===== src/rtl/pipelined_decode_unit.sv =====
// pipelined_decode_unit: registered valid/ready decode stage with flush.
// Load-use interlock and STALL_COUNT exist only with PIPELINED_DECODE_HAZARD_EN.
module pipelined_decode_unit #(
    parameter int INSTR_WIDTH    = 32,
    parameter int REG_ADDR_WIDTH = 3,
    parameter int CNT_WIDTH      = 8
) (
    input  logic                      CLK,
    input  logic                      RESET,
    input  logic [INSTR_WIDTH-1:0]    INSTRUCTION,
    input  logic                      IN_VALID,
    output logic                      IN_READY,
    input  logic                      OUT_READY,
    input  logic                      FLUSH,
    output logic                      OUT_VALID,
    output logic                      WRITEENABLE,
    output logic                      ALUSRC,
    output logic                      SIGNEXT,
    output logic                      BEQ,
    output logic                      JUMP,
    output logic                      MEMREAD,
    output logic                      MEMWRITE,
    output logic                      MEMTOREG,
    output logic [2:0]                ALUOP,
    output logic [REG_ADDR_WIDTH-1:0] DEST_ADDR,
    output logic [REG_ADDR_WIDTH-1:0] SRC1_ADDR,
    output logic [REG_ADDR_WIDTH-1:0] SRC2_ADDR,
    output logic [7:0]                IMMEDIATE,
    output logic [7:0]                OFFSET,
    output logic [CNT_WIDTH-1:0]      STALL_COUNT
);

    typedef enum logic [1:0] {
        ST_EMPTY,
        ST_VALID,
        ST_BUBBLE
    } state_t;

    typedef struct packed {
        logic       we;
        logic       alusrc;
        logic       signext;
        logic       beq;
        logic       jump;
        logic       memrd;
        logic       memwr;
        logic [2:0] aluop;
    } ctrl_t;

    state_t                    state_q, state_d;
    ctrl_t                     ctrl_q, ctrl_d, dec_ctrl;
    logic [REG_ADDR_WIDTH-1:0] dest_q, dest_d;
    logic [REG_ADDR_WIDTH-1:0] src1_q, src1_d;
    logic [REG_ADDR_WIDTH-1:0] src2_q, src2_d;
    logic [7:0]                imm_q, imm_d;
    logic [7:0]                off_q, off_d;
    logic [CNT_WIDTH-1:0]      cnt_q, cnt_d;

    logic [7:0] op, dst_b, s1_b, s2_b;
    logic       hazard, stall, accept;
    logic       unused;

    assign op    = INSTRUCTION[INSTR_WIDTH-1  -: 8];
    assign dst_b = INSTRUCTION[INSTR_WIDTH-9  -: 8];
    assign s1_b  = INSTRUCTION[INSTR_WIDTH-17 -: 8];
    assign s2_b  = INSTRUCTION[INSTR_WIDTH-25 -: 8];
    assign unused = &{1'b0, s1_b[7:REG_ADDR_WIDTH]};

    always_comb begin
        dec_ctrl         = '0;
        dec_ctrl.we      = op[5];
        dec_ctrl.signext = op[4];
        dec_ctrl.alusrc  = op[3];
        dec_ctrl.aluop   = op[2:0];
        dec_ctrl.beq     = op[7] & op[6] & ~op[5];
        dec_ctrl.jump    = ~op[7] & op[6] & ~op[5];
        dec_ctrl.memrd   = op[5] & ~op[6];
        dec_ctrl.memwr   = ~(op[6] | op[5] | op[4]);
    end

    assign OUT_VALID = (state_q == ST_VALID);
    assign stall     = OUT_VALID & ~OUT_READY;

`ifdef PIPELINED_DECODE_HAZARD_EN
    // Incoming src2 only matters when it is a register, not an immediate.
    assign hazard = OUT_VALID & ctrl_q.memrd & ctrl_q.we & IN_VALID &
                    ((dest_q == s1_b[REG_ADDR_WIDTH-1:0]) |
                     ((dest_q == s2_b[REG_ADDR_WIDTH-1:0]) & ~op[3]));
`else
    assign hazard = 1'b0;
`endif

    assign IN_READY = ~FLUSH & ~hazard & (~OUT_VALID | OUT_READY);
    assign accept   = IN_VALID & IN_READY;

    always_comb begin
        state_d = state_q;
        ctrl_d  = ctrl_q;
        dest_d  = dest_q;
        src1_d  = src1_q;
        src2_d  = src2_q;
        imm_d   = imm_q;
        off_d   = off_q;
        cnt_d   = cnt_q;
        if (FLUSH) begin
            state_d = ST_EMPTY;
            ctrl_d  = '0;
        end else if (!stall) begin
            if (hazard) begin
                state_d = ST_BUBBLE;
                ctrl_d  = '0;
                if (cnt_q != '1) cnt_d = cnt_q + 1'b1;
            end else if (accept) begin
                state_d = ST_VALID;
                ctrl_d  = dec_ctrl;
                dest_d  = dst_b[REG_ADDR_WIDTH-1:0];
                src1_d  = s1_b[REG_ADDR_WIDTH-1:0];
                src2_d  = s2_b[REG_ADDR_WIDTH-1:0];
                imm_d   = s2_b;
                off_d   = dst_b;
            end else begin
                state_d = ST_EMPTY;
                ctrl_d  = '0;
            end
        end
    end

    always_ff @(posedge CLK or negedge RESET) begin
        if (!RESET) begin
            state_q <= ST_EMPTY;
            ctrl_q  <= '0;
            dest_q  <= '0;
            src1_q  <= '0;
            src2_q  <= '0;
            imm_q   <= '0;
            off_q   <= '0;
            cnt_q   <= '0;
        end else begin
            state_q <= state_d;
            ctrl_q  <= ctrl_d;
            dest_q  <= dest_d;
            src1_q  <= src1_d;
            src2_q  <= src2_d;
            imm_q   <= imm_d;
            off_q   <= off_d;
            cnt_q   <= cnt_d;
        end
    end

    assign WRITEENABLE = ctrl_q.we;
    assign ALUSRC      = ctrl_q.alusrc;
    assign SIGNEXT     = ctrl_q.signext;
    assign BEQ         = ctrl_q.beq;
    assign JUMP        = ctrl_q.jump;
    assign MEMREAD     = ctrl_q.memrd;
    assign MEMTOREG    = ctrl_q.memrd;
    assign MEMWRITE    = ctrl_q.memwr;
    assign ALUOP       = ctrl_q.aluop;
    assign DEST_ADDR   = dest_q;
    assign SRC1_ADDR   = src1_q;
    assign SRC2_ADDR   = src2_q;
    assign IMMEDIATE   = imm_q;
    assign OFFSET      = off_q;
    assign STALL_COUNT = cnt_q;

endmodule

===== config.mk =====
export PLATFORM = sky130hd
export DESIGN_NAME = pipelined_decode_unit
export DESIGN_NICKNAME = d
export VERILOG_FILES = /design/src/rtl/pipelined_decode_unit.sv
export SDC_FILE = /design/constraint.sdc
export NUM_CORES = 1
export LEC_CHECK = 0
export CAP_MARGIN = 20
export CELL_PAD_IN_SITES_DETAIL_PLACEMENT = 0
export CELL_PAD_IN_SITES_GLOBAL_PLACEMENT = 1
export CORE_AREA = 2 2 63 95
export CTS_CLUSTER_DIAMETER = 120
export CTS_CLUSTER_SIZE = 40
export DETAILED_ROUTE_END_ITERATION = 16
export DIE_AREA = 0 0 65 97
export PLACE_DENSITY_LB_ADDON = 0.1
export SLEW_MARGIN = 20
export SYNTH_ARGS = -nofsm -noshare
export SYNTH_HDL_FRONTEND = slang
export SYNTH_SLANG_ARGS = --single-unit

===== constraint.sdc =====
create_clock -name CLK -period 1.25 [get_ports CLK]
set_input_delay 0.125 -clock CLK [delete_from_list [all_inputs] [get_ports CLK]]
set_output_delay 0.125 -clock CLK [all_outputs]
set_load 0.005 [all_outputs]

==> results of run 1 <==
[per-layer routing]
layer  up-vias  share of wire [%]  global-route usage (%)
met5         -                  0                       0
met4         0                1.8                    4.42
met3         6                 11                    4.42
met2        53                 48                    16.3
met1       435                 39                    11.4
li1        421                  -                       -
[stage by stage]
stage	hold slack [ns]	total power, W	util (%)
final	0.214	0.00249	37.9
after global routing	0.214	0.00265	37.9
after CTS	0.212	0.00256	37.8
after detailed placement	0.477	0.00184	36.7
after global placement	0.470	0.00183	36.7
after floorplan	-0.171	0.00142	-
[timing repair]
item / CTS / global route
gates cloned: 0 / 0
pin swaps: 0 / 0
setup buffers: 2 / 0
endpoints found under the setup margin: 67 / 31
gates resized for setup: 41 / 1
[logic make-up (layout without fill, tap and decap cells)]
group,after synthesis,in the layout,synth area share (%)
flops,30,30,58.9
other cells,1,8,0.294
mux,19,19,16.8
compound gates,10,10,7.07
simple gates,9,9,5.10
buf+inv,20,84,11.9
[cells in the final DEF (no fill, tap or decap)]
master / synthesis / final
dlygate4sd2_1: 0 / 36
clkdlybuf4s50_1: 0 / 31
dfrtp_1: 30 / 30
mux2_2: 18 / 18
a22o_1: 8 / 8
conb_1: 1 / 8
clkbuf_8: 0 / 6
buf_4: 16 / 4
nor2_1: 3 / 3
a32o_1: 2 / 2
buf_12: 0 / 2
nor2b_4: 1 / 1
nor3b_4: 1 / 1
nor2b_2: 0 / 1
nand2_1: 1 / 1
inv_1: 1 / 1
nor3_1: 1 / 1
or2_2: 1 / 1
mux2_1: 1 / 1
clkbuf_1: 0 / 1
clkinv_2: 0 / 1
buf_2: 1 / 1
dlymetal6s2s_1: 0 / 1
[area by class of cell]
class | instances | area, sq um
Multi-Input combinational cell | 46 | 402
Sequential cell | 30 | 751
Inverter | 1 | 3.75
Clock buffer | 7 | 86.3
Timing Repair Buffer | 75 | 713
Tap cell | 70 | 87.6
Clock inverter | 1 | 5.00
Fill cell | 555 | 3360
[how the worst max path moves through the flow]
stage               cells after the start            to  slack (ns)        from
CTS                                     4  SRC1_ADDR[2]       -0.19  state_q[0]
global placement                        4      MEMWRITE       -0.40   OUT_READY
finish                                  4  SRC1_ADDR[2]       -0.16  state_q[0]
global route                            4  SRC1_ADDR[0]       -0.24  state_q[0]
detailed placement                      4           BEQ       -0.47   OUT_READY
floorplan                               4  DEST_ADDR[0]       -0.09  state_q[0]
[cell usage after synthesis]
library cell  instances
buf_4                16
or2_2                 1
nor2b_1               1
nor2b_4               1
conb_1                1
a32o_1                2
nor2_1                3
buf_6                 2
buf_2                 1
nand2_1               1
nor3_1                1
nor3b_4               1
mux2_1                1
mux2_2               18
dfrtp_1              30
a22o_1                8
inv_1                 1
[flip-flops by register name (all words and copies together), names as in the netlist]
register     cells
IMMEDIATE        6
OFFSET           6
ALUOP            3
SRC1_ADDR        3
DEST_ADDR        2
SRC2_ADDR        2
ALUSRC           1
BEQ              1
JUMP             1
MEMREAD          1
MEMWRITE         1
SIGNEXT          1
WRITEENABLE      1
state_q          1
[worst max-delay path: stages, from the launching register on]
cell and delay (ns):
dfrtp_1 0.39, nor2b_4 0.14, nor3b_4 0.20, buf_12 0.20
mux2_2 0.35
[report_power, final]
part	internal [W]	switching, W
Combinational	0.000361	0.000181
Sequential	0.00109	0.0000593
Clock	0.000443	0.000352
==> flow_summary.toml, run 1 <==
[final_layout]
final_cell_count_no_fill = 230
stdcell_area_sq_mm = 0.00205
antennaDiodeCount = 0
drive_gt1_share_pct = 22.5
fin_nets = 196
syn2layout_area_growth_pct = 60.6

[place]
gp_congestion = 0.629
dp_worst_setup_slack_ns = -0.471
placed_area_sq_mm = 0.00199
dpl.hpwl_um = 2180
dp.cells = 220
port_buffers = 69

[sta]
setup_viol = 28
maxSlewViolCount = 0
fin_crit_sh_pct = 113
hold_viol = 0
tns_ns = -3.23
rsz0062_at_grt = "true"
worst_slack_ns = -0.163
min_period_ns = 1.41
fin_skew_ns = 0.00175
fmax_mhz = 708

[clocking]
postCtsHoldBufs = 0
cts_tree = "done"
cts_max_path_buffers = 2
clkSinkCount = 30
clkSlewWorstSetupHoldPaths_ns = 0.06
cts-root-buf = "clkbuf_8"
clkLatencyLatePin_ns = 0.27
cts_made_buffers = 5
cts.htree.levels = 2

[die]
coreArea_sq_mm = 0.00541
die-area_sq_mm = 0.00631
io_pins = 83
die_h_um = 97
start_util_pct = 23.6
row_count = 33
die_w_um = 65

[critical_path]
worstPathMaxFanout = 24
r2r_end = "SRC1_ADDR[2]"
critPathKind = "reg -> reg"
cp-start-kind = "flop"
end_kind = "flop"
worstPathArrival_ns = 1.57
reg2reg_from = "state_q[0]"
reg2reg_slack_ns = -0.16
ff2ff_path_depth = 4
cp.required_ns = 1.41

[global_routing]
grt_pass1_wl_um = 4880
grt_use_total_pct = 10.1
grt_pass1_vias = 1022
grt_antenna_before_repair = 0
grt_overflow_total = 0
grt_max_degree = 31

[yosys]
ys_ff_latch = 30
netlist_instances = 89
ys_warn_count = 0
synth_cell_type_count = 17
yosysTopAreaCellShare_pct = 58.9
avgSynthCellArea_sq_um = 14.3
netlist_area_sq_mm = 0.00127
seq_area_frac_synth_pct = 58.9
synth_top_cell_by_area = "dfrtp_1"
synth.area.top_cells = "dfrtp_1 59%, mux2_2 16%, buf_4 9.4%"

[outcome]
outcome = "finished, violations left"
violations = "negative setup slack"

[power]
power_density_mw_per_mm2 = 1220
cellLeakagePower_nw = 0.978
vdd_drop_max_mv = 0.746

[routing]
wire_per_inst_um = 13.1
via_per_inst = 3.98
drt_iter0_drc = 24
drc = 0
ant_nets = 0
wl_um = 3000
route.vias.total = 915
firstDrtPassIters = 2

[hold_path]
hold_class = "in -> async"

[flow_run]
cap_viol_max_count = 0
No activity file was read; power rests on OpenSTA's default activity.
==> run 2: changes to the inputs <==
--- a/config.mk
+++ b/config.mk
@@ -13,6 +13,7 @@
 export CTS_CLUSTER_SIZE = 40
 export DETAILED_ROUTE_END_ITERATION = 16
 export DIE_AREA = 0 0 65 97
+export GPL_ROUTABILITY_DRIVEN = 0
 export PLACE_DENSITY_LB_ADDON = 0.1
 export SLEW_MARGIN = 20
 export SYNTH_ARGS = -nofsm -noshare
==> results of run 2 <==
The final DEF is identical to that of run 1; final timing and power are the same.
